## src/rtl/usb_seq_pkg.sv

```systemverilog
// Shared types for the endpoint transfer sequencer: FSM states, result codes.
// Latency: n/a (types and a pure combinational helper only).
// Backpressure: n/a.
package usb_seq_pkg;

  // Sequencer FSM states.
  typedef enum logic [1:0] {
    ST_IDLE     = 2'd0,
    ST_IN_SEND  = 2'd1,
    ST_OUT_RECV = 2'd2,
    ST_DONE     = 2'd3
  } seqState_t;

  // Handshake result reported once per transaction.
  localparam logic [1:0] RES_ACK   = 2'b00;
  localparam logic [1:0] RES_NAK   = 2'b01;
  localparam logic [1:0] RES_STALL = 2'b10;
  localparam logic [1:0] RES_ERR   = 2'b11;

  // Only endpoints 0..3 exist; any higher number is treated like a stalled endpoint.
  function automatic logic epIsStalled(input logic [3:0] endP, input logic [3:0] stallMask);
    return (endP[3:2] != 2'b00) || stallMask[endP[1:0]];
  endfunction

endpackage

```

## src/rtl/ep_fifo_sequencer.sv

```systemverilog
// Per-token sequencer moving payload bytes between the SIE streams and the endpoint FIFOs.
// Latency: strobes are combinational in the active state; result pulses 1 cycle after the deciding cycle.
// Backpressure: IN side stalls on sieTxReady/TxFifoEmpty; OUT side cannot stall, overflow bytes are dropped and NAK'd.
//
// Ports:
//   clk, rst_n                 clock, async active-low reset
//   tokValid/tokEndP/tokIsIn   decoded token (1-cycle pulse), endpoint, direction
//   epStall                    per-endpoint stall flags
//   sieAbort                   abandon the current transaction, return to idle silently
//   currEndP, busy             selected endpoint (drives parent FIFO mux), transaction in progress
//   TxFifo*                    muxed Tx FIFO: pop strobe, FWFT head data, empty flag
//   RxFifo*                    muxed Rx FIFO: push strobe, write data, full flag
//   sieTx*                     IN payload stream to the SIE plus end-of-payload pulse
//   sieRx*                     OUT payload stream from the SIE (valid, data, end-of-packet)
//   resultValid/resultCode     per-transaction result pulse and held code
//   byteCount                  bytes moved in the current/last transaction
module ep_fifo_sequencer
  import usb_seq_pkg::*;
#(
  parameter int MAX_PKT = 64,
  parameter int CNT_W   = $clog2(MAX_PKT + 1)
) (
  input  logic             clk,
  input  logic             rst_n,
  input  logic             tokValid,
  input  logic [3:0]       tokEndP,
  input  logic             tokIsIn,
  input  logic [3:0]       epStall,
  input  logic             sieAbort,
  output logic [3:0]       currEndP,
  output logic             busy,
  output logic             TxFifoREn,
  input  logic [7:0]       TxFifoData,
  input  logic             TxFifoEmpty,
  output logic             RxFifoWEn,
  output logic [7:0]       RxFifoData,
  input  logic             RxFifoFull,
  output logic [7:0]       sieTxData,
  output logic             sieTxValid,
  input  logic             sieTxReady,
  output logic             sieTxDone,
  input  logic [7:0]       sieRxData,
  input  logic             sieRxValid,
  input  logic             sieRxLast,
  output logic             resultValid,
  output logic [1:0]       resultCode,
  output logic [CNT_W-1:0] byteCount
);

  localparam logic [CNT_W-1:0] MAX_CNT = CNT_W'(MAX_PKT);

  seqState_t  state;
  seqState_t  nextState;
  logic [1:0] doneCode;   // code decided in the cycle that heads to DONE
  logic [1:0] pendCode;   // code waiting to be published in DONE
  logic [1:0] lastCode;   // code of the last published result
  logic       ovf;        // at least one OUT byte was dropped this transaction

  logic tokAccept;
  logic tokStall;
  logic cntAtMax;
  logic txExit;
  logic rxDropNow;

  assign tokAccept = (state == ST_IDLE) && tokValid && !sieAbort;
  assign tokStall  = epIsStalled(tokEndP, epStall);
  assign cntAtMax  = (byteCount == MAX_CNT);
  // IN payload ends at a full packet, or at the first empty FIFO once something
  // was sent. An empty FIFO with nothing sent yet keeps waiting for data.
  assign txExit    = cntAtMax || (TxFifoEmpty && (byteCount != '0));
  assign rxDropNow = sieRxValid && (RxFifoFull || cntAtMax);

  // ---------------------------------------------------------------------------
  // State register
  // ---------------------------------------------------------------------------
  always_ff @(posedge clk or negedge rst_n) begin
    if (!rst_n) begin
      state <= ST_IDLE;
    end else begin
      state <= nextState;
    end
  end

  // ---------------------------------------------------------------------------
  // Next-state logic
  // ---------------------------------------------------------------------------
  always_comb begin
    nextState = state;
    doneCode  = RES_ERR;   // only states that can reach DONE override this
    case (state)
      ST_IDLE: begin
        if (tokValid) begin
          if (tokStall) begin
            nextState = ST_DONE;
            doneCode  = RES_STALL;
          end else if (tokIsIn) begin
            if (TxFifoEmpty) begin
              nextState = ST_DONE;
              doneCode  = RES_NAK;
            end else begin
              nextState = ST_IN_SEND;
            end
          end else begin
            nextState = ST_OUT_RECV;
          end
        end
      end
      ST_IN_SEND: begin
        if (txExit) begin
          nextState = ST_DONE;
          doneCode  = RES_ACK;
        end
      end
      ST_OUT_RECV: begin
        // A byte arriving with sieRxLast counts toward the overflow verdict.
        if (sieRxLast) begin
          nextState = ST_DONE;
          doneCode  = (ovf || rxDropNow) ? RES_NAK : RES_ACK;
        end
      end
      ST_DONE: begin
        nextState = ST_IDLE;
      end
      default: begin
        nextState = ST_IDLE;
      end
    endcase
    if (sieAbort) begin
      nextState = ST_IDLE;
    end
  end

  // ---------------------------------------------------------------------------
  // Output logic (all strobes suppressed in an abort cycle)
  // ---------------------------------------------------------------------------
  always_comb begin
    busy        = (state != ST_IDLE);
    TxFifoREn   = 1'b0;
    RxFifoWEn   = 1'b0;
    RxFifoData  = 8'h00;
    sieTxData   = 8'h00;
    sieTxValid  = 1'b0;
    sieTxDone   = 1'b0;
    resultValid = 1'b0;
    resultCode  = lastCode;
    case (state)
      ST_IN_SEND: begin
        sieTxData  = TxFifoData;
        sieTxValid = !TxFifoEmpty && (byteCount < MAX_CNT) && !sieAbort;
        TxFifoREn  = sieTxValid && sieTxReady;
        sieTxDone  = txExit && !sieAbort;
      end
      ST_OUT_RECV: begin
        RxFifoWEn  = sieRxValid && !rxDropNow && !sieAbort;
        RxFifoData = RxFifoWEn ? sieRxData : 8'h00;
      end
      ST_DONE: begin
        resultValid = !sieAbort;
        if (!sieAbort) begin
          resultCode = pendCode;
        end
      end
      default: begin
      end
    endcase
  end

  // ---------------------------------------------------------------------------
  // Datapath registers
  // ---------------------------------------------------------------------------
  always_ff @(posedge clk or negedge rst_n) begin
    if (!rst_n) begin
      currEndP  <= 4'd0;
      byteCount <= '0;
      ovf       <= 1'b0;
      pendCode  <= RES_ACK;
      lastCode  <= RES_ACK;
    end else begin
      if (tokAccept) begin
        currEndP  <= tokEndP;
        byteCount <= '0;
        ovf       <= 1'b0;
      end else if (TxFifoREn || RxFifoWEn) begin
        byteCount <= byteCount + 1'b1;
      end
      if ((state == ST_OUT_RECV) && rxDropNow && !sieAbort) begin
        ovf <= 1'b1;
      end
      if ((state != ST_DONE) && (nextState == ST_DONE)) begin
        pendCode <= doneCode;
      end
      // Keep the published code stable after the pulse.
      if ((state == ST_DONE) && !sieAbort) begin
        lastCode <= pendCode;
      end
    end
  end

endmodule
```

## config.mk

```make
export PLATFORM = sky130hd
export DESIGN_NAME = ep_fifo_sequencer
export DESIGN_NICKNAME = d
export VERILOG_FILES = /design/src/rtl/usb_seq_pkg.sv /design/src/rtl/ep_fifo_sequencer.sv
export SDC_FILE = /design/constraint.sdc
export NUM_CORES = 1
export LEC_CHECK = 0
export ABC_CLOCK_PERIOD_IN_PS = 4600
export BUFFER_PORTS_ARGS = -buffer_cell sky130_fd_sc_hd__buf_2
export CORE_MARGIN = 4
export CORE_UTILIZATION = 49
export CTS_BUF_LIST = sky130_fd_sc_hd__clkbuf_8
export DETAILED_ROUTE_END_ITERATION = 8
export PLACE_DENSITY = 0.95
export SYNTH_ARGS = -nofsm -noshare
export SYNTH_HDL_FRONTEND = slang
export SYNTH_SLANG_ARGS = --single-unit
```

## constraint.sdc

```tcl
create_clock -name clk -period 4.6 [get_ports clk]
set_clock_uncertainty 0.05 [all_clocks]
set_input_delay 0.69 -clock clk [delete_from_list [all_inputs] [get_ports clk]]
set_output_delay 0.69 -clock clk [all_outputs]
set_load 0.03 [all_outputs]
```

# [After elaboration in Yosys (flattened, before gate mapping)]
# Cells that the tools add are included.
[totals] register_bits=18 in_bits=34 out_inout_bits=35 word_cells=75
[op_classes] n_addsub=1 order_cmp=2 n_eq_ne=6 muxes=32 n_reduce_logical=28
[op_table] op="$mux W2" count=15
[op_table] op="$mux W8" count=3
[op_table] op="$logic_and A1 B1 Y1" count=14
[op_table] op="$mux W7" count=2
[op_table] op="$mux W1" count=9
[op_table] op="$pmux W2 S4" count=1
[op_table] op="$reduce_bool A2 Y1" count=4
[op_table] op="$add A7 B1 Y7 const B" count=1
[op_table] op="$eq A7 B7 Y1 const B" count=1
[op_table] op="$lt A7 B7 Y1 const B" count=1
[op_table] op="$reduce_bool A7 Y1" count=1
[op_table] op="$eq A2 B2 Y1 const B" count=3
[op_table] op="$pmux W2 S3" count=1
[op_table] op="$logic_or A1 B1 Y1" count=5
[op_table] op="$logic_not A1 Y1" count=3
[op_table] op="$lt A2 B3 Y1 const B" count=1
[op_table] op="$bmux W1 S2" count=1
[op_table] op="$eq A2 B1 Y1 const B" count=1
[op_table] op="$logic_not A2 Y1" count=1
[op_table] op="$ne A2 B2 Y1 const B" count=1

# [Depth between registers and ports, before layout]
# Gate-level depths: netlist of run 1.
[depth] word_depth=10 mapped_depth=7 mapped_depth_nobuf=7

# [Least setup slack after synthesis of run 1]
# No wires, ideal clock.
[synth_timing] path_kind="reg-to-output" start="register byteCount[0]" end="output port RxFifoData[0]" arrival_ns=2.091 t_required_ns=3.860 slack_ns=1.769 stages_incl_launch_ff=7 n_path_buf=0 cell_sequence="dfrtp_1 inv_1 ha_1 nor2b_1 a311o_4 inv_1 and2_1"
[synth_via] elab_chain_cells=8
[synth_lines] item="start, declared" line="ep_fifo_sequencer.sv:47" text="output logic [CNT_W-1:0] byteCount"
[synth_lines] item="start signal, assigned" line="ep_fifo_sequencer.sv:184" text="byteCount <= byteCount + 1'b1;"
[synth_lines] item="$eq A7 B7 Y1" line="ep_fifo_sequencer.sv:67" text="assign cntAtMax = (byteCount == MAX_CNT);"
[synth_lines] item="$logic_or A1 B1 Y1" line="ep_fifo_sequencer.sv:71" text="assign rxDropNow = sieRxValid && (RxFifoFull || cntAtMax);"
[synth_lines] item="$logic_and A1 B1 Y1" line="ep_fifo_sequencer.sv:71"
[synth_lines] item="$logic_not A1 Y1" line="ep_fifo_sequencer.sv:154" text="RxFifoWEn = sieRxValid && !rxDropNow && !sieAbort;"
[synth_lines] item="$logic_and A1 B1 Y1 (2 in series)" line="ep_fifo_sequencer.sv:154"
[synth_lines] item="$mux W8" line="ep_fifo_sequencer.sv:155" text="RxFifoData = RxFifoWEn ? sieRxData : 8'h00;"
[synth_lines] item="$mux W8" line="ep_fifo_sequencer.sv:146" text="case (state)"
[synth_lines] item="end, declared" line="ep_fifo_sequencer.sv:36" text="output logic [7:0] RxFifoData,"
# Every way passes these cells.

# [Final worst setup path of run 1]
[layout_timing] start="register byteCount[0]" end="output port RxFifoData[6]"
# The elaborated chain is that of the path after synthesis.

==> out/qor.txt, run 1 <==
CELLS AND AREA
----------------------------------------------------------------------------------------------------
Signed area change from the synthesized netlist to the final layout ...................        30.9%
Filler Cell Count .....................................................................          213
Fraction of final layout cells with drive strength greater than 1 .....................        0.405
Post-route cell area ..................................................................     1650 um2
Number of antenna cells inserted ......................................................            0
Commonest non-fill, non-tap cells in the layout ....................................... sky130_fd_sc_hd__buf_2 (68), sky130_fd_sc_hd__nand2_1 (25), sky130_fd_sc_hd__dfrtp_1 (18), sky130_fd_sc_hd__and2_1 (16), sky130_fd_sc_hd__nor2_1 (10)
Most common cell after layout, fill and taps aside .................................... sky130_fd_sc_hd__buf_2
Post-layout net count .................................................................          248

SYNTHESIS
----------------------------------------------------------------------------------------------------
Number of flops mapped to enable cells by yosys .......................................            0
Synth area leader ..................................................................... sky130_fd_sc_hd__dfrtp_1
Leading register cell type out of synthesis ........................................... sky130_fd_sc_hd__dfrtp_1
Proportion of register bits with asynchronous set or reset after synthesis ............         1.00
Post-synthesis net count ..............................................................          180
Area fraction of the dominant cell type after synthesis ...............................        0.356
Leading cell types by total area after synthesis ...................................... sky130_fd_sc_hd__dfrtp_1 (36%), sky130_fd_sc_hd__and2_1 (7.9%), sky130_fd_sc_hd__nand2_1 (7.4%), sky130_fd_sc_hd__mux2_2 (5.3%), sky130_fd_sc_hd__mux2i_1 (3.2%)
Mean instance size in the synthesized netlist .........................................     8.78 um2
Post-synthesis instance area ..........................................................     1260 um2
Flip-flop and latch count after synthesis .............................................           18
Synth Warn # ..........................................................................            0
Sequential cell area fraction in the yosys report .....................................        0.356
Synthesized netlist cell count ........................................................          144
Yosys cell types ......................................................................           39

PLACEMENT
----------------------------------------------------------------------------------------------------
Routability cong. .....................................................................        0.885
Dpl cell area .........................................................................     1610 um2
Half-perimeter wire length of the detailed placement result ...........................      2690 um
Input/output buffers ..................................................................           68

POWER AND IR DROP
----------------------------------------------------------------------------------------------------
Worst voltage drop across the vdd grid ................................................     0.402 mV
Power per Cell Area ...................................................................   377 nW/um2
Leak Pwr ..............................................................................     0.905 nW

WORST SETUP PATH
----------------------------------------------------------------------------------------------------
Reg-to-Reg End ........................................................................  pendCode[1]
FF-to-FF setup slack ..................................................................      2.50 ns
Signal arrival time at the worst endpoint .............................................      2.14 ns
Launch point of the worst reg-to-reg path ............................................. byteCount[0]
WS Path Type ..........................................................................   reg -> out
Cells on worst reg2reg path ...........................................................            7
Sort of element at the end of the critical path ....................................... primary output
Worst Path Max Fanout .................................................................            9
CP Launch Type ........................................................................         flop
Setup crit start ...................................................................... byteCount[0]
Termination of the worst setup path ................................................... RxFifoData[6]
Data required time of the critical path ...............................................      3.86 ns

FLOORPLAN
----------------------------------------------------------------------------------------------------
IO Pins ...............................................................................           69
Area enclosed by the die boundary .....................................................     3460 um2
Effective utilization at floorplan ....................................................        0.510
Placeable core region .................................................................     2480 um2
Rows ..................................................................................           18
Die extent in y .......................................................................      58.8 um
Horizontal die dimension ..............................................................      58.8 um

GLOBAL ROUTE
----------------------------------------------------------------------------------------------------
First-pass GRT wire length ............................................................      5340 um
Overall routing resource usage ........................................................        0.198
Overflow left after global routing ....................................................            0
Maximum number of pins on one net before global-route repair ..........................           19
Initial antenna violation count .......................................................            0
Via count of the first global-routing pass ............................................        1,242

CLOCK TREE
----------------------------------------------------------------------------------------------------
Clock-pin slew reported for the worst setup and hold paths after clock tree synthesis .      0.07 ns
Maximum clock path buffer count .......................................................            2
Worst skew pair latency ...............................................................      0.25 ns
Post-CTS Hold Buffers .................................................................            0
Clock tree from TritonCTS .............................................................         done
CTS-repair resized insts ..............................................................            0
H-tree lvl count ......................................................................            1
Cts bufs inserted .....................................................................            3
Number of buffers inserted to repair setup after CTS ..................................            0
CTS sink count ........................................................................           18
Clock root buffer ..................................................................... sky130_fd_sc_hd__clkbuf_8

ROUTING
----------------------------------------------------------------------------------------------------
Vias per inst .........................................................................         5.32
Final routed DRC violation total ......................................................            0
Detailed-routing iteration count for the pre-antenna-repair pass ......................            4
Routed WL .............................................................................      3320 um
Via total after detailed routing ......................................................        1,277
Iteration-0 DRC count of the detailed router ..........................................           38
Wirelength per Cell ...................................................................      13.8 um
Number of routed nets with antenna violations .........................................            0

STA
----------------------------------------------------------------------------------------------------
Clock period minus final worst setup slack ............................................      2.88 ns
Transition time at the pin with the least slew margin .................................     0.598 ns
Highest achievable clock rate .........................................................    0.347 GHz
Hold violation total from the final report ............................................            0
Unrepaired setup endpoints after global routing .......................................           no
Setup TNS .............................................................................         0 ns
Setup violations, final ...............................................................            0
Final critical-path share of the clock period .........................................        0.627
Worst max-slew margin expressed relative to the limit .................................        0.600
Total count of max-transition violations in the final report ..........................            0

WORST HOLD PATH
----------------------------------------------------------------------------------------------------
Type of the most critical hold path ...................................................  in -> async

STATUS
----------------------------------------------------------------------------------------------------
Run status ............................................................................ finished clean

FLOW RUN
----------------------------------------------------------------------------------------------------
Number of max-cap violations ..........................................................            0

through the flow:
stage	worst slack [ns]	instances	utilization	total power [mW]	hold WS (ns)
finish	1.72	240	0.668	0.623	0.306
global route	1.57	240	0.668	0.664	0.338
CTS	1.73	240	0.668	0.626	0.325
detailed placement	1.85	237	0.651	0.520	0.411
global placement	1.92	237	0.651	0.510	0.408
floorplan	1.77	144	-	0.434	0.344
synth_stat cells, drive strengths merged, types with 2 or more instances:
library cell / number
a211oi: 2
a21oi: 3
a22o: 2
and2: 16
buf: 3
clkbuf: 2
dfrtp: 18
ha: 2
inv: 9
mux2: 6
mux2i: 4
nand2: 26
nand2b: 3
nand3: 3
nand4: 4
nor2: 10
nor2b: 4
nor3: 4
nor3b: 2
o21ai: 3
o311a: 2
xnor2: 3
routing by layer:
metal  vias to the layer above  track usage  part of all wire
met3                         6       0.0285             0.090
met5                         -            0                 0
met1                       585        0.248              0.39
li1                        626            -                 -
met2                        60        0.344              0.51
met4                         0       0.0712            0.0093
power by group:
| group | total, mW | switching, mW | leakage [nW] | internal [mW] |
|---|---|---|---|---|
| sequential | 0.238 | 0.0382 | 0.233 | 0.199 |
| combinational | 0.279 | 0.176 | 0.650 | 0.103 |
| clock | 0.107 | 0.0485 | 0.0216 | 0.0580 |
| total | 0.623 | 0.263 | 0.905 | 0.361 |
kinds of logic (layout without fill, tap and decap cells):
group | after synthesis | count (layout) | synth area share
xor gates and xnor gates | 3 | 3 | 0.0208
adders and majority gates | 2 | 2 | 0.0198
and+or+nand+nor | 79 | 79 | 0.347
DFF | 18 | 18 | 0.356
buffers and inverters | 14 | 80 | 0.0495
AOI/OAI and AO/OA | 18 | 18 | 0.122
muxes | 10 | 10 | 0.0851
registers in the layout, indices dropped and copies added (netlist names):
name and flops:
byteCount 7, currEndP 4, lastCode 2, ovf 1, pendCode 2, state 2
critical path, stage by stage (launching register included):
cell                      delay [ns]
sky130_fd_sc_hd__dfrtp_1        0.44
sky130_fd_sc_hd__inv_1          0.10
sky130_fd_sc_hd__ha_1           0.13
sky130_fd_sc_hd__nor2b_1        0.41
sky130_fd_sc_hd__a311o_4        0.34
sky130_fd_sc_hd__inv_1          0.12
sky130_fd_sc_hd__and2_1         0.18
sky130_fd_sc_hd__buf_2          0.17
worst min path at each step:
stage	end	start	slack, ns	cells after the start
global placement	currEndP[0]	currEndP[0]	0.41	2
detailed placement	currEndP[2]	currEndP[2]	0.41	2
CTS	lastCode[1]	rst_n	0.33	1
floorplan	byteCount[0]	rst_n	0.34	0
finish	lastCode[1]	rst_n	0.31	1
global route	lastCode[1]	rst_n	0.34	1
layout make-up:
cell class / count / area, um2 / share of cell area
clock buffers: 3 / 41.3 / 0.0250
well taps: 30 / 37.5 / 0.0227
flip-flops and latches: 18 / 450 / 0.272
inverters: 9 / 33.8 / 0.0204
repair buffers: 68 / 340 / 0.206
multi-input cells: 112 / 751 / 0.454
No activity file was read; power rests on OpenSTA's default activity.
==> inputs of run 2 (changes only) <==
ABC_CLOCK_PERIOD_IN_PS = 2600   (was 4600)
CORE_UTILIZATION = 41   (was 49)
PLACE_DENSITY = 0.85   (was 0.95)
clock period = 2.6 ns   (was 4.6 ns; I/O delays follow)
==> out/qor.txt, run 2 (same netlist as run 1, synthesis figures left out) <==
CELLS AND AREA
----------------------------------------------------------------------------------------------------
Fraction of final layout cells with drive strength greater than 1 .....................        0.422   +0.0170
Flip-flop count of the largest register, all copies and words added ...................            7   unchanged
Signed area change from the synthesized netlist to the final layout ...................        32.4%
Commonest non-fill, non-tap cells in the layout ....................................... sky130_fd_sc_hd__buf_2 (68), sky130_fd_sc_hd__nand2_1 (25), sky130_fd_sc_hd__dfrtp_1 (17), sky130_fd_sc_hd__and2_1 (16), sky130_fd_sc_hd__nor2_1 (10)
Top flop regs ......................................................................... byteCount: 7 flops, currEndP: 4 flops
Number of antenna cells inserted ......................................................            0   unchanged
Post-layout net count .................................................................          248   unchanged
Most common cell after layout, fill and taps aside .................................... sky130_fd_sc_hd__buf_2
Biggest register ......................................................................    byteCount
Post-route core utilization ...........................................................        0.586   -0.0813

POWER AND IR DROP
----------------------------------------------------------------------------------------------------
Clock group share of total power ......................................................        0.203   +0.032
Internal ..............................................................................       675 uW   +87%
Leak Pwr ..............................................................................     0.910 nW   +0.55%
Power per Cell Area ...................................................................   690 nW/um2   +83%
P_sw ..................................................................................       479 uW   +82%
Worst voltage drop across the vdd grid ................................................     0.342 mV   -15%
Net switching fraction of the power ...................................................        0.415   -0.00685
Portion of total power attributed to combinational logic ..............................        0.431   -0.017
Sequential share of power .............................................................        0.367   -0.014

WORST SETUP PATH
----------------------------------------------------------------------------------------------------
Launch point of the worst reg-to-reg path .............................................     state[0]
Data required time of the critical path ...............................................      2.16 ns   -1.70 ns
Signal arrival time at the worst endpoint .............................................      1.98 ns   -0.16 ns
Sort of element at the end of the critical path ....................................... primary output
Reg-to-Reg End ........................................................................ byteCount[5]
CP Launch Type ........................................................................         flop
FF-to-FF setup slack ..................................................................      0.67 ns   -1.83 ns
Cells on worst reg2reg path ...........................................................            5   -2
WS Path Type ..........................................................................   reg -> out
Worst Path Max Fanout .................................................................            9   unchanged

GLOBAL ROUTE
----------------------------------------------------------------------------------------------------
Overall routing resource usage ........................................................        0.164   -0.0333
Overflow left after global routing ....................................................            0   unchanged
Maximum number of pins on one net before global-route repair ..........................           19   unchanged
Via count of the first global-routing pass ............................................        1,223   -1.5%
Initial antenna violation count .......................................................            0   unchanged
First-pass GRT wire length ............................................................      5330 um   -0.13%

CLOCK TREE
----------------------------------------------------------------------------------------------------
Clock-pin slew reported for the worst setup and hold paths after clock tree synthesis .      0.07 ns   about the same
Post-CTS Hold Buffers .................................................................            0   unchanged
Clock tree from TritonCTS .............................................................         done
H-tree lvl count ......................................................................            1   unchanged
Cts bufs inserted .....................................................................            3   unchanged
Maximum clock path buffer count .......................................................            2   unchanged
Clock root buffer ..................................................................... sky130_fd_sc_hd__clkbuf_8
CTS sink count ........................................................................           18   unchanged
Worst skew pair latency ...............................................................      0.26 ns   about the same

STA
----------------------------------------------------------------------------------------------------
Total count of max-transition violations in the final report ..........................            0   unchanged
Transition time at the pin with the least slew margin .................................     0.580 ns   -0.0176 ns
Worst max-slew margin expressed relative to the limit .................................        0.611   +0.0118
Clock period minus final worst setup slack ............................................      2.42 ns
Worst-case setup margin in the final layout ...........................................     0.183 ns   -1.53 ns
Setup violations, final ...............................................................            0   unchanged
Hold violation total from the final report ............................................            0   unchanged
Final critical-path share of the clock period .........................................        0.929
Setup TNS .............................................................................         0 ns   unchanged
Unrepaired setup endpoints after global routing .......................................           no
Highest achievable clock rate .........................................................    0.414 GHz

ROUTING
----------------------------------------------------------------------------------------------------
Vias per inst .........................................................................         5.25   -1.4%
Iteration-0 DRC count of the detailed router ..........................................           42   +11%
Final routed DRC violation total ......................................................            0   unchanged
Number of routed nets with antenna violations .........................................            0   unchanged
Wirelength per Cell ...................................................................      13.2 um   -4.4%
Routed WL .............................................................................      3200 um   -3.6%
Detailed-routing iteration count for the pre-antenna-repair pass ......................            4   unchanged
Via total after detailed routing ......................................................        1,270   -0.55%

FLOORPLAN
----------------------------------------------------------------------------------------------------
IO Pins ...............................................................................           69   unchanged
Die extent in y .......................................................................      63.5 um   +8.0%
Rows ..................................................................................           19   +1
Area enclosed by the die boundary .....................................................     4030 um2   +17%
Placeable core region .................................................................     2850 um2   +15%
Horizontal die dimension ..............................................................      63.5 um   +8.0%
Effective utilization at floorplan ....................................................        0.443   -0.0671

WORST HOLD PATH
----------------------------------------------------------------------------------------------------
Type of the most critical hold path ...................................................  in -> async

PLACEMENT
----------------------------------------------------------------------------------------------------
Routability cong. .....................................................................        0.830   -6.3%
Half-perimeter wire length of the detailed placement result ...........................      2580 um   -3.9%
Input/output buffers ..................................................................           68   unchanged
Setup slack at placement ..............................................................     0.327 ns   -1.52 ns

STATUS
----------------------------------------------------------------------------------------------------
Run status ............................................................................ finished clean

FLOW RUN
----------------------------------------------------------------------------------------------------
Number of max-cap violations ..........................................................            0   unchanged

## run 2: cell count changes in the layout (fill, tap and decap cells not counted), sizes merged
cell	previous run	this run
clkbuf	3	4
## run 2: layout make-up
type / count / area, um2
Fill cell: 259 / 1180
Multi-Input combinational cell: 112 / 753
Tap cell: 31 / 38.8
Inverter: 9 / 33.8
Sequential cell: 18 / 452
Clock buffer: 4 / 55.1
Timing Repair Buffer: 68 / 340
## run 2: worst max-delay path by stage
| stage | start | end | slack [ns] | cells after the start |
|---|---|---|---|---|
| floorplan | byteCount[0] | RxFifoData[0] | 0.07 | 6 |
| global placement | byteCount[0] | RxFifoData[4] | 0.43 | 7 |
| detailed placement | byteCount[0] | RxFifoData[0] | 0.33 | 7 |
| CTS | byteCount[0] | RxFifoData[0] | 0.05 | 7 |
| global route | byteCount[1] | RxFifoData[5] | 0.06 | 7 |
| finish | byteCount[0] | RxFifoData[4] | 0.18 | 7 |
## run 2: metal layers
metal | part of all wire | track usage | up-vias | wire (um)
met5 | 0 | 0 | - | 0
met4 | 0.014 | 0.0782 | 0 | 46
met3 | 0.096 | 0.0533 | 4 | 307
met2 | 0.47 | 0.258 | 60 | 1520
met1 | 0.42 | 0.202 | 577 | 1330
li1 | - | - | 629 | -
## run 2: power by group through the flow
stage                     sequential (mW)  combinational [mW]  clock, mW
after floorplan                     0.465               0.303          0
after global placement              0.420               0.482          0
after detailed placement            0.423               0.500          0
after CTS                           0.420               0.500      0.239
after global routing                0.432               0.546      0.255
final                               0.423               0.497      0.234
## run 2: critical path, stage by stage, from the launching register on
cell	delay, ns
sky130_fd_sc_hd__dfrtp_2	0.41
sky130_fd_sc_hd__inv_1	0.07
sky130_fd_sc_hd__ha_1	0.19
sky130_fd_sc_hd__nor2b_2	0.19
sky130_fd_sc_hd__a311o_4	0.42
sky130_fd_sc_hd__inv_2	0.11
sky130_fd_sc_hd__and2_1	0.13
sky130_fd_sc_hd__buf_2	0.19
## run 2: metrics by stage
| stage | instances | total power [mW] | instance area, um2 | hold WS [ns] |
|---|---|---|---|---|
| 5_1_grt | 242 | 1.23 | 1670 | 0.0431 |
| 6_report | 242 | 1.15 | 1670 | 0.00887 |
| 3_5_place_dp | 238 | 0.923 | 1610 | 0.298 |
| 3_3_place_gp | 238 | 0.902 | 1610 | 0.287 |
| 2_1_floorplan | 144 | 0.768 | 1260 | 0.0444 |
| 4_1_cts | 242 | 1.16 | 1670 | 0.0149 |
## run 2: timing repair
item	4_1_cts	5_1_grt
setup endpoints to repair	0	8
setup buffers	0	0
gates resized for setup	0	3
==> inputs of run 3 (changes only) <==
CORE_UTILIZATION = 35   (was 41)
PLACE_DENSITY = 0.76   (was 0.85)
==> out/qor.txt, run 3 (same netlist as run 1, synthesis figures left out) <==
STATUS
----------------------------------------------------------------------------------------------------
Run status ............................................................................ finished clean

WORST SETUP PATH
----------------------------------------------------------------------------------------------------
Launch point of the worst reg-to-reg path ............................................. byteCount[1]
Signal arrival time at the worst endpoint .............................................      1.99 ns   about the same
WS Path Type ..........................................................................   reg -> out
FF-to-FF setup slack ..................................................................      0.61 ns   -0.06 ns
Sort of element at the end of the critical path ....................................... primary output
Cells on worst reg2reg path ...........................................................            7   +2
Setup crit start ...................................................................... byteCount[1]
Reg-to-Reg End ........................................................................  pendCode[1]
CP Launch Type ........................................................................         flop
Termination of the worst setup path ................................................... RxFifoData[0]
Data required time of the critical path ...............................................      2.16 ns   about the same
Worst Path Max Fanout .................................................................            9   unchanged

CLOCK TREE
----------------------------------------------------------------------------------------------------
Worst skew pair latency ...............................................................      0.25 ns   about the same
Clock-pin slew reported for the worst setup and hold paths after clock tree synthesis .      0.07 ns   about the same
CTS sink count ........................................................................           18   unchanged
H-tree lvl count ......................................................................            1   unchanged
Clock tree from TritonCTS .............................................................         done
Post-CTS Hold Buffers .................................................................            0   unchanged
Cts bufs inserted .....................................................................            3   unchanged
Number of buffers inserted to repair setup after CTS ..................................            0   unchanged
Clock root buffer ..................................................................... sky130_fd_sc_hd__clkbuf_8
Maximum clock path buffer count .......................................................            2   unchanged

POWER AND IR DROP
----------------------------------------------------------------------------------------------------
Worst voltage drop across the vdd grid ................................................     0.370 mV   +8.1%
Leak Pwr ..............................................................................     0.914 nW   +0.38%
Power per Cell Area ...................................................................   670 nW/um2   -2.8%

ROUTING
----------------------------------------------------------------------------------------------------
Wirelength per Cell ...................................................................      12.3 um   -6.9%
Routed WL .............................................................................      3180 um   -0.78%
Metal3 WL .............................................................................       281 um   -8.5%
Number of routed nets with antenna violations .........................................            0   unchanged
Met2 routed wirelength ................................................................      1470 um   -3.0%
Final routed DRC violation total ......................................................            0   unchanged
Highest metal layer used by the detailed router .......................................         met3
Vias per inst .........................................................................         4.72   -10%
Via total after detailed routing ......................................................        1,217   -4.2%
Iteration-0 DRC count of the detailed router ..........................................           57   +36%
Detailed-routing iteration count for the pre-antenna-repair pass ......................            4   unchanged
Wire length on met1 ...................................................................      1420 um   +6.9%

GLOBAL ROUTE
----------------------------------------------------------------------------------------------------
Maximum number of pins on one net before global-route repair ..........................           19   unchanged
Via count of the first global-routing pass ............................................        1,148   -6.1%
Overflow left after global routing ....................................................            0   unchanged
First-pass GRT wire length ............................................................      5170 um   -3.1%
Overall routing resource usage ........................................................        0.143   -0.0211
Initial antenna violation count .......................................................            0   unchanged

CELLS AND AREA
----------------------------------------------------------------------------------------------------
Non-filler instance count after layout ................................................          258   +6.6%
Number of antenna cells inserted ......................................................            0   unchanged
Biggest register ......................................................................    byteCount
Flip-flop count of the largest register, all copies and words added ...................            7   unchanged
Fraction of final layout cells with drive strength greater than 1 .....................        0.420   -0.00199
Most common cell after layout, fill and taps aside .................................... sky130_fd_sc_hd__buf_2
Commonest non-fill, non-tap cells in the layout ....................................... sky130_fd_sc_hd__buf_2 (68), sky130_fd_sc_hd__nand2_1 (25), sky130_fd_sc_hd__dfrtp_1 (17), sky130_fd_sc_hd__and2_1 (16), sky130_fd_sc_hd__nor2_1 (10)
Post-layout net count .................................................................          249   +0.40%
Signed area change from the synthesized netlist to the final layout ...................        34.3%
Top flop regs ......................................................................... byteCount: 7 flops, currEndP: 4 flops

STA
----------------------------------------------------------------------------------------------------
Highest achievable clock rate .........................................................    0.412 GHz   -0.54%
Unrepaired setup endpoints after global routing .......................................           no
Transition time at the pin with the least slew margin .................................     0.570 ns   -0.0109 ns
Hold violation total from the final report ............................................            0   unchanged
Clock period minus final worst setup slack ............................................      2.43 ns   +0.0130 ns
Worst max-slew margin expressed relative to the limit .................................        0.619   +0.00730
Post-route worst hold slack ...........................................................    0.0147 ns   +0.00586 ns
Setup TNS .............................................................................         0 ns   unchanged
Setup violations, final ...............................................................            0   unchanged
Final critical-path share of the clock period .........................................        0.934   +0.00500
Total count of max-transition violations in the final report ..........................            0   unchanged

FLOORPLAN
----------------------------------------------------------------------------------------------------
Area enclosed by the die boundary .....................................................     4640 um2   +15%
Rows ..................................................................................           21   +2
Placeable core region .................................................................     3420 um2   +20%
Die extent in y .......................................................................      68.1 um   +7.2%
Effective utilization at floorplan ....................................................        0.370   -0.0730
Horizontal die dimension ..............................................................      68.1 um   +7.2%
IO Pins ...............................................................................           69   unchanged

PLACEMENT
----------------------------------------------------------------------------------------------------
Half-perimeter wire length of the detailed placement result ...........................      2520 um   -2.3%
Routability cong. .....................................................................        0.761   -8.3%
Input/output buffers ..................................................................           68   unchanged
Instance count after placement with tap cells included ................................          254   +6.7%

WORST HOLD PATH
----------------------------------------------------------------------------------------------------
Type of the most critical hold path ...................................................  in -> async

FLOW RUN
----------------------------------------------------------------------------------------------------
Number of max-cap violations ..........................................................            0   unchanged

run 3: cell count changes in the layout (fill, tap and decap cells not counted), sizes merged:
cell  delta
buf      +1
run 3: per-stage QoR:
stage               worst slack (ns)  utilization  area (um2)  total power, mW
floorplan                     0.0693            -        1260            0.768
global placement               0.436        0.480        1640            0.909
detailed placement             0.362        0.480        1640            0.919
CTS                           0.0776        0.496        1700             1.15
global route                  0.0655        0.497        1700             1.23
finish                         0.170        0.497        1700             1.14
run 3: critical path: stages (launching register included):
cell and delay [ns]:
sky130_fd_sc_hd__dfrtp_1 0.43, sky130_fd_sc_hd__inv_1 0.10, sky130_fd_sc_hd__ha_1 0.14, sky130_fd_sc_hd__nor2b_1 0.35
sky130_fd_sc_hd__a311o_4 0.33, sky130_fd_sc_hd__inv_2 0.07, sky130_fd_sc_hd__and2_1 0.15, sky130_fd_sc_hd__buf_2 0.17
run 3: report_power, final:
part           leakage [nW]  internal, mW  switching [mW]
clock network        0.0288         0.134          0.0921
registers             0.232         0.354          0.0576
logic                 0.653         0.186           0.313
total                 0.914         0.674           0.463
run 3: timing repair:
item | CTS | global route
setup endpoints to repair | 0 | 8
endpoints found under the hold margin | 0 | 0
resized for setup | 0 | 2
run 3: worst min path at each step:
stage / slack [ns] / to / depth (start not counted) / start
after global placement: 0.29 / byteCount[4] / 1 / rst_n
after global routing: 0.05 / byteCount[3] / 1 / rst_n
after detailed placement: 0.30 / byteCount[3] / 1 / rst_n
after CTS: 0.02 / byteCount[3] / 1 / rst_n
final: 0.01 / byteCount[3] / 1 / rst_n
after floorplan: 0.04 / byteCount[0] / 0 / rst_n
run 3: final cells by class:
type	instances	area [um2]
fill	356	1720
multi-input combinational	112	751
sequential	18	452
timing repair buffer	69	348
tap	46	57.6
clock buffer	4	55.1
inverter	9	33.8
run 3: metal layers:
| layer | up-vias | track usage |
|---|---|---|
| li1 | 627 | - |
| met1 | 551 | 0.187 |
| met2 | 39 | 0.243 |
| met3 | 0 | 0.0345 |
| met4 | 0 | 0.0223 |
| met5 | - | 0 |
